[config.mk]
export PLATFORM = sky130hd
export DESIGN_NAME = pipe_stage_hs
export DESIGN_NICKNAME = d
export VERILOG_FILES = /design/src/rtl/pipe_stage_hs.sv
export SDC_FILE = /design/constraint.sdc
export NUM_CORES = 1
export LEC_CHECK = 0
export CORE_ASPECT_RATIO = 2
export CORE_UTILIZATION = 40
export CTS_BUF_LIST = sky130_fd_sc_hd__clkbuf_8
export CTS_CLUSTER_DIAMETER = 150
export DETAILED_ROUTE_END_ITERATION = 7
export PLACE_DENSITY = 0.77
export SLEW_MARGIN = 30
export SYNTH_ARGS = -nofsm -noshare
export SYNTH_HDL_FRONTEND = slang
export SYNTH_SLANG_ARGS = --single-unit
export TNS_END_PERCENT = 1
[constraint.sdc]
create_clock -name clk -period 6.9 [get_ports clk]
set_input_delay 1.38 -clock clk [delete_from_list [all_inputs] [get_ports clk]]
set_output_delay 1.38 -clock clk [all_outputs]
set_load 0.1 [all_outputs]
[src/rtl/pipe_stage_hs.sv]
// ---------------------------------------------------------------------------
// pipe_stage_hs
//   Inter-stage pipeline register with a valid/ready handshake, a 2-entry
//   skid buffer (main register M plus skid register S) and a synchronous
//   flush. It replaces the fixed-field stage registers between IF/ID, ID/EX,
//   EX/MEM and MEM/WB. The control bundle is forced to zero while the stage
//   holds a bubble, so downstream enables never fire spuriously.
//
//   in_ready comes straight from a flop (!S.valid). It never depends
//   combinationally on out_ready, so a ready path cannot chain through
//   several stages.
//
// Parameters
//   DATA_W  width of the datapath bundle
//   CTRL_W  width of the control bundle (all-zero = NOP)
//   CNT_W   width of the performance counters (used with PIPE_STAGE_PERF_EN)
//
// Ports
//   clk        clock, rising edge
//   rst        asynchronous, active-high reset
//   flush      synchronous squash of all held entries
//   in_valid   upstream has a bundle        in_ready   stage can accept
//   in_data    upstream datapath bundle     in_ctrl    upstream control
//   out_valid  bundle presented downstream  out_ready  downstream consumes
//   out_data   registered datapath bundle (holds its value while invalid)
//   out_ctrl   registered control bundle, zero while out_valid = 0
//   stall_cnt  cycles with out_valid & !out_ready       (PIPE_STAGE_PERF_EN)
//   flush_cnt  valid entries discarded by flush         (PIPE_STAGE_PERF_EN)
//
// Optional feature macro: PIPE_STAGE_PERF_EN adds the two saturating
// performance counters. When the macro is undefined the ports and the
// counter logic are absent.
//
// State   | meaning
// --------+-------------------------------------------
// EMPTY   | M empty, S empty
// ONE     | M valid, S empty
// FULL    | M valid, S valid (in_ready low)
// ---------------------------------------------------------------------------
module pipe_stage_hs #(
   parameter int DATA_W = 64,
   parameter int CTRL_W = 16,
   parameter int CNT_W  = 16
) (
   input  logic              clk,
   input  logic              rst,
   input  logic              flush,
   input  logic              in_valid,
   output logic              in_ready,
   input  logic [DATA_W-1:0] in_data,
   input  logic [CTRL_W-1:0] in_ctrl,
   output logic              out_valid,
   input  logic              out_ready,
   output logic [DATA_W-1:0] out_data,
   output logic [CTRL_W-1:0] out_ctrl
`ifdef PIPE_STAGE_PERF_EN
   ,
   output logic [CNT_W-1:0]  stall_cnt,
   output logic [CNT_W-1:0]  flush_cnt
`endif
);

   if (CNT_W < 1) begin : g_cnt_w_check
      $error("pipe_stage_hs: CNT_W must be at least 1");
   end

   // Encoding is {S.valid, M.valid}, so the valid bits are the state itself.
   typedef enum logic [1:0] {
      ST_EMPTY = 2'b00,
      ST_ONE   = 2'b01,
      ST_FULL  = 2'b11
   } state_t;

   state_t              state_q;
   state_t              state_d;
   logic [DATA_W-1:0]   m_data;
   logic [CTRL_W-1:0]   m_ctrl;
   logic [DATA_W-1:0]   s_data;
   logic [CTRL_W-1:0]   s_ctrl;
   logic                m_valid;
   logic                s_valid;
   logic                accept;
   logic                consume;
   logic                load_m_in;
   logic                load_m_skid;
   logic                load_s;

   assign m_valid   = state_q[0];
   assign s_valid   = state_q[1];
   assign in_ready  = ~s_valid;
   assign out_valid = m_valid;
   assign out_data  = m_data;
   assign out_ctrl  = m_valid ? m_ctrl : '0;
   assign accept    = in_valid & in_ready;
   assign consume   = out_valid & out_ready;

   always_ff @(posedge clk or posedge rst) begin
      if (rst) begin
         state_q <= ST_EMPTY;
      end else begin
         state_q <= state_d;
      end
   end

   always_comb begin
      state_d     = state_q;
      load_m_in   = 1'b0;
      load_m_skid = 1'b0;
      load_s      = 1'b0;
      if (flush) begin
         // Storage is squashed; no register is loaded, so out_data keeps
         // its old value and the offered bundle is dropped.
         state_d = ST_EMPTY;
      end else begin
         unique case (state_q)
            ST_EMPTY: begin
               if (accept) begin
                  load_m_in = 1'b1;
                  state_d   = ST_ONE;
               end
            end
            ST_ONE: begin
               if (accept && consume) begin
                  load_m_in = 1'b1;
               end else if (accept) begin
                  load_s  = 1'b1;
                  state_d = ST_FULL;
               end else if (consume) begin
                  state_d = ST_EMPTY;
               end
            end
            ST_FULL: begin
               if (consume) begin
                  load_m_skid = 1'b1;
                  state_d     = ST_ONE;
               end
            end
            default: state_d = ST_EMPTY;
         endcase
      end
   end

   always_ff @(posedge clk or posedge rst) begin
      if (rst) begin
         m_data <= '0;
         m_ctrl <= '0;
         s_data <= '0;
         s_ctrl <= '0;
      end else begin
         if (load_m_in) begin
            m_data <= in_data;
            m_ctrl <= in_ctrl;
         end else if (load_m_skid) begin
            m_data <= s_data;
            m_ctrl <= s_ctrl;
         end
         if (load_s) begin
            s_data <= in_data;
            s_ctrl <= in_ctrl;
         end
      end
   end

`ifdef PIPE_STAGE_PERF_EN
   // Entries lost to a flush: whatever is held, minus M if it is consumed
   // in the same cycle (it was delivered, not discarded).
   logic [1:0]       flush_lost;
   logic [CNT_W:0]   flush_sum;

   assign flush_lost = {1'b0, m_valid} + {1'b0, s_valid} - {1'b0, consume};
   assign flush_sum  = {1'b0, flush_cnt} + (CNT_W+1)'(flush_lost);

   always_ff @(posedge clk or posedge rst) begin
      if (rst) begin
         stall_cnt <= '0;
         flush_cnt <= '0;
      end else begin
         if (out_valid && !out_ready && !(&stall_cnt)) begin
            stall_cnt <= stall_cnt + CNT_W'(1);
         end
         if (flush) begin
            flush_cnt <= flush_sum[CNT_W] ? '1 : flush_sum[CNT_W-1:0];
         end
      end
   end
`endif

   // Upstream must keep offering a bundle until it is taken, unless a flush
   // squashes the offer.
   a_hold_offer: assert property (@(posedge clk) disable iff (rst)
      (in_valid && !in_ready && !flush) |=> (in_valid || flush));

endmodule

======== Word level (Yosys, flattened, before mapping) ========
Cells that the tools add are included.
word-level totals
  register bits ........................... 162
  bits in latches ......................... 0
  RAM bits ................................ 0
  bits in read-only memories .............. 0
  bits of input ports ..................... 85
  word-level logic and storage cells ...... 40
  memories ................................ 0
cells by class
  add/subtract/negate cells ............... 0
  multiply operators ...................... 0
  div/mod/pow operators ................... 0
  $lt $le $gt $ge ......................... 0
  eq/ne operators ......................... 6
  shift operators ......................... 0
  mux-type cells .......................... 22
  bitwise gates (word level) .............. 3
  reduce and logical (&&, ||, !) cells .... 4
operator list
  operator                                                         number
  64-bit 2-to-1 mux                                                2
  16-bit 2-to-1 mux                                                3
  2-bit 2-to-1 mux                                                 6
  1-bit 2-to-1 mux                                                 9
  3-bit != test, second input constant                             3
  2-bit one-hot mux with 3 select lines                            1
  4-bit != test, second input constant                             1
  4-bit AND reduction                                              1
  1-bit AND                                                        2
  2-bit by 1-bit == test with 1-bit output, second input constant  1
  2-bit == test, second input constant                             1
  2-bit zero test                                                  1
  1-bit one-hot mux with 2 select lines                            1
  2-bit nonzero test                                               1
  1-bit logical AND                                                1
  1-bit NOT                                                        1

======== Logic depth before layout (Yosys ltp) ========
Gate-level depths: netlist (run 1).
  word-level depth ........................ 7
  depth in mapped cells ................... 9
  mapped depth without buffers ............ 6

======== Worst setup path after synthesis (run 1) ========
No wires, ideal clock.
  path type ............................... register -> output
  start ................................... reg state_q[0]
  end ..................................... out out_ctrl[15]
  arrival time ............................ 2253 ps
  setup slack ............................. 3267 ps
  cell stages (with the launch flop) ...... 4
  path buffers ............................ 2
  path through ............................ dfrtp_1 clkbuf_1 clkbuf_1 and2_1
on the way
  cells in the longest elaborated chain, start to end .. 1
RTL lines
  element                 RTL line  source
  from (decl)             74        state_t state_q;
  from (signal assigned)  101       state_q <= state_d;
  16-bit 2-to-1 mux       93        assign out_ctrl = m_valid ? m_ctrl : '0;
  to (decl)               55        output logic [CTRL_W-1:0] out_ctrl
Every way passes these cells.

======== Final worst setup path (run 1) ========
  start ................................... reg state_q[0]
  end ..................................... out out_ctrl[10]
The elaborated chain is that of the path after synthesis.

==> metrics.cfg, run 1 <==
[run_status]
run_status = finished clean

[run]
max_cap_violations = 0

[timing]
maxSlewHeadroom = 0.304
timing.final.crit_share = 0.598
setup-tns-final_ns = 0
finalWorstSetupSlack_ns = 2.77
fmaxAchievable_ghz = 0.242
drv_slew = 0
worst_clock_skew_ns = 0.0111
hold_viol = 0
worstMarginPinSlew_ns = 1.04
rsz0062_at_grt = no
setup_viol = 0
finalWorstPathRequiredPeriod_ns = 4.13

[drt]
route.antenna.remaining_nets = 0
number_of_vias_per_cell = 5.09
post-route-drc-count = 0
drtPass1Iterations = 4
detailedRoute.firstIterationViolations = 151
avgRoutedWirePerCell_um = 16.9
num_vias = 4743
routed_wl_um = 15700

[synth]
synth-main-ff-cell = dfrtp_1
post-synth-top-area-fraction = 0.585
netlist_instances = 556
synth_seq_area_share = 0.585
synth.lib_cells_used.distinct = 19
number_of_synthesized_register_bits = 162
netlist_top_cells_area = dfrtp_1, mux2_2, mux2i_1
synth_top_area_cell = dfrtp_1
yosysWarningCount = 0
synth_area_um2 = 6930
synthArstFlopShare = 1.00
mappedNetlistNets = 645
synth_area_per_cell_um2 = 12.5
synth-edff-count = 0
ys_top_cells_by_count = dfrtp_1, mux2i_1, a21oi_1, mux2_2, nor2_1
synth.most_common_cell = dfrtp_1

[floorplan]
initial_util = 0.411
core_area_um2 = 16800
placementRows = 67
die_width_um = 95.0
floorplan.io_pins = 167
area_of_the_die_um2 = 17900
chipHeight_um = 188

[min_path]
hold_start = s_data[63]$_DFFE_PP0P_
worst_hold_path_endpoint = s_data[63]$_DFFE_PP0P_
timing.hold.worst.class = flip-flop to flip-flop
min_delay_path_depth = 1

[critical_path]
worstPathBufferInverterCount = 1
rr_worst_depth = 6
timing.rr.end = out_data[39]$_DFFE_PP0P_
crit_path_start_kind = flip-flop
kind_of_end_point_of_the_critical_path = output port
critical_path.top_delay_family = buffers and inverters
critical-path-slowest-cell = clkdlybuf4s50_1
setup.reg_to_reg.worst_slack_ns = 3.76
timing.critical_path.slowest_cell_delay_ns = 1.16
cp_cell_sequence = and2_1 -> clkdlybuf4s50_1
criticalPathCategory = flip-flop to output port
critical_path_required_ns = 5.52
timing.critical_path.arrival_ns = 2.75
timing.rr.start = state_q[0]$_DFFE_PP0P_
worstPathMaxFanout = 23

[place]
dpl_worst_slack_ns = 2.97
detailed_place_hpwl_um = 10800
gpl.final_weighted_congestion = 0.766
place.port_buffers = 166

[cts]
tritoncts = yes
cts_repair_resize_count = 0
numClockSinks = 162
clk_root_buffer_cell = clkbuf_8
htree_levels = 4
clock_latency_ns = 0.45
numCtsBuffers = 17
post-cts-setup-buffer-count = 0
cts.clk_slew.worst_paths_ns = 0.08
clockBufferDepth = 2
cts_hold_buf = 0

[cells_and_area]
drive_gt1_frac = 0.169
multiInputGateArea_um2 = 2710
syn2layout_area_growth_pct = 32.1
num-nets-final = 798
n_fill_cell = 1463
area.sequential_um2 = 4050

[global_route]
grt_antenna_before_repair = 2
grt_use_total = 0.183
grt_pass1_wl_um = 24600
overflow = 0
grt_start_max_net_pins = 100
vias_in_the_first_global_route = 4998

cell usage in the layout, fill, tap and decap left out:
master / netlist / final
a211o_1: 1 / 1
a21oi_1: 81 / 81
a32oi_4: 0 / 1
and2_1: 16 / 16
and4bb_1: 1 / 1
buf_2: 30 / 1
buf_4: 1 / 4
bufinv_16: 0 / 2
clkbuf_8: 0 / 20
clkdlybuf4s50_1: 0 / 165
clkinv_4: 0 / 1
clkinvlp_4: 0 / 3
dfrtp_1: 162 / 162
diode_2: 0 / 2
ha_1: 4 / 4
inv_1: 3 / 2
inv_6: 0 / 6
inv_8: 0 / 1
mux2_2: 81 / 81
mux2i_1: 82 / 82
nand2_1: 3 / 2
nand2_8: 0 / 1
nand3_4: 0 / 1
nor2_1: 80 / 80
nor2b_1: 3 / 3
o31ai_1: 1 / 1
worst max path at each step:
stage,end,cells after the start,slack [ns],from
final,out_ctrl[10],2,2.77,state_q[0]$_DFFE_PP0P_
after global routing,out_ctrl[10],2,2.65,state_q[0]$_DFFE_PP0P_
after CTS,out_ctrl[10],2,2.72,state_q[0]$_DFFE_PP0P_
after detailed placement,out_data[20]$_DFFE_PP0P_,6,2.97,flush
after global placement,out_data[63]$_DFFE_PP0P_,6,3.01,flush
after floorplan,m_ctrl[0]$_DFFE_PP0P_,1,1.14,rst
area by class of cell:
class	instances	area share
multi-input combinational	355	0.296
clock inverter	12	0.0157
clock buffer	20	0.0301
antenna	2	0.000547
tap	207	0.0283
timing repair buffer	170	0.184
sequential	162	0.443
inverter	3	0.00205
metal layers:
metal / track usage / share of wire
met2: 0.333 / 0.56
met4: 0.125 / 0.050
met1: 0.180 / 0.35
met5: 0 / 0
met3: 0.0349 / 0.036
logic make-up (layout without fill, tap and decap cells):
logic type,count (synthesis),after routing,synth area share
AO/OA/AOI/OAI,84,84,0.0632
adder cells (fa/ha/maj),4,4,0.00723
buffers and inverters,39,205,0.0293
flip-flops,162,162,0.585
multiplexers,163,163,0.250
other,0,2,0
AND/OR/NAND/NOR,104,104,0.0647
sequential cells by signal (all words and copies together) (netlist names):
name / count
s_data: 64
s_ctrl: 16
m_ctrl: 16
state_q: 2
out_data: 64
per-stage QoR:
stage	cell area, um2	util	std cells	hold slack, ns
floorplan	6930	-	556	0.479
global placement	8720	0.518	897	0.485
detailed placement	8720	0.518	897	0.493
CTS	9140	0.543	929	0.512
global route	9150	0.543	931	0.520
finish	9150	0.543	931	0.510
Power of run 1 is left out: the tool's default activity adds up to more than one toggle a clock period on the data nets, which glitch-free logic cannot reach.
==> inputs of run 2 (changes only) <==
- clock period: 6.9 -> 4.3 ns (I/O delays scaled with it)
==> metrics.cfg, run 2 (synthesized netlist as in run 1, its figures left out) <==
[cells_and_area]
num-nets-final = 799  ; +0.13%
syn2layout_area_growth_pct = 32.7
final_cell_mix = dfrtp_1, clkdlybuf4s50_1, mux2i_1, mux2_2, a21oi_1
post-route-util = 0.545  ; +0.00215
leading_cell_type_in_the_layout_fill_and_taps_excluded = dfrtp_1
drive_gt1_frac = 0.176  ; +0.00668

[floorplan]
floorplan.io_pins = 167  ; unchanged
initial_util = 0.411  ; unchanged
core_area_um2 = 16800  ; unchanged
area_of_the_die_um2 = 17900  ; unchanged
placementRows = 67  ; unchanged
die_width_um = 95.0  ; unchanged
chipHeight_um = 188  ; unchanged

[timing]
worstMarginPinSlew_ns = 1.02  ; -0.0189 ns
setup_viol = 0  ; unchanged
fmaxAchievable_ghz = 0.283
maxSlewHeadroom = 0.316  ; +0.0126
fin_worst_hold_slack_ns = 0.507  ; -0.00336 ns
hold_viol = 0  ; unchanged
setup-tns-final_ns = 0  ; unchanged
worst_clock_skew_ns = 0.0172  ; +0.00616 ns
finalWorstSetupSlack_ns = 0.769  ; -2.01 ns
finalWorstPathRequiredPeriod_ns = 3.53
drv_slew = 0  ; unchanged
timing.final.crit_share = 0.821
rsz0062_at_grt = no

[critical_path]
criticalPathCategory = flip-flop to output port
critical_path_required_ns = 3.44  ; -2.08 ns
timing.critical_path.arrival_ns = 2.67  ; -0.08 ns
worstPathMaxFanout = 23  ; unchanged
kind_of_end_point_of_the_critical_path = output port
crit_path_start_kind = flip-flop

[cts]
post-cts-setup-buffer-count = 0  ; unchanged
tritoncts = yes
numCtsBuffers = 17  ; unchanged
clockBufferDepth = 2  ; unchanged
cts.clk_slew.worst_paths_ns = 0.09  ; about the same
cts_repair_resize_count = 0  ; unchanged
htree_levels = 4  ; unchanged
cts_hold_buf = 0  ; unchanged
clock_latency_ns = 0.43  ; -0.02 ns
clk_root_buffer_cell = clkbuf_8
numClockSinks = 162  ; unchanged

[place]
gpl.final_weighted_congestion = 0.752  ; -1.8%
place.port_buffers = 166  ; unchanged
dpl_worst_slack_ns = 1.05  ; -1.92 ns
detailed_place_hpwl_um = 10700  ; -1.1%

[global_route]
grt_pass1_wl_um = 24800  ; +0.76%
grt_antenna_before_repair = 1  ; -1
overflow = 0  ; unchanged
grt_use_total = 0.182  ; -0.00159
grt_start_max_net_pins = 163  ; +63%
vias_in_the_first_global_route = 4968  ; -0.60%

[drt]
drtPass1Iterations = 6  ; +2
avgRoutedWirePerCell_um = 16.6  ; -1.7%
post-route-drc-count = 0  ; unchanged
number_of_vias_per_cell = 5.08  ; -0.27%
num_vias = 4730  ; -0.27%
route.antenna.remaining_nets = 0  ; unchanged
routed_wl_um = 15400  ; -1.7%
detailedRoute.firstIterationViolations = 182  ; +21%

[run_status]
run_status = finished clean

[run]
max_cap_violations = 0  ; unchanged

[min_path]
timing.hold.worst.class = flip-flop to flip-flop

-- run 2: cell type report --
| type | count | area [um2] |
|---|---|---|
| antenna | 1 | 2.50 |
| clock buffer | 18 | 248 |
| clock inverter | 14 | 178 |
| fill | 1443 | 7660 |
| inverter | 3 | 15.0 |
| multi-input combinational | 355 | 2700 |
| sequential | 162 | 4050 |
| tap | 207 | 259 |
| timing repair buffer | 171 | 1730 |
-- run 2: critical path, stage by stage, from the launching register on --
cell	delay (ns)
dfrtp_1	0.87
and2_1	0.23
clkdlybuf4s50_1	1.14
-- run 2: path summary, 6_finish.rpt --
kind	from	to	slack [ns]	depth (start not counted)
worst max-delay path	state_q[0]$_DFFE_PP0P_	out_ctrl[9]	0.77	2
worst min-delay path	s_data[61]$_DFFE_PP0P_	s_data[61]$_DFFE_PP0P_	0.51	1
worst max register to register	state_q[0]$_DFFE_PP0P_	out_data[59]$_DFFE_PP0P_	1.31	6
worst min register to register	s_data[61]$_DFFE_PP0P_	s_data[61]$_DFFE_PP0P_	0.51	1
max in group asynchronous	rst	m_ctrl[6]$_DFFE_PP0P_	2.59	3
min in group asynchronous	rst	out_data[36]$_DFFE_PP0P_	1.00	3
-- run 2: through the flow --
| stage | instances | cell area, um2 |
|---|---|---|
| final | 931 | 9190 |
| after global routing | 931 | 9190 |
| after CTS | 930 | 9190 |
| after detailed placement | 898 | 8760 |
| after global placement | 898 | 8760 |
| after floorplan | 556 | 6930 |
-- run 2: metal layers --
metal / vias up / track usage / share of wire / wire length, um
li1: 2236 / - / - / -
met1: 2340 / 0.188 / 0.36 / 5520
met2: 125 / 0.335 / 0.57 / 8790
met3: 29 / 0.0377 / 0.036 / 562
met4: 0 / 0.0897 / 0.036 / 559
met5: - / 0 / 0 / 0
Power of run 2 is left out for the same reason.
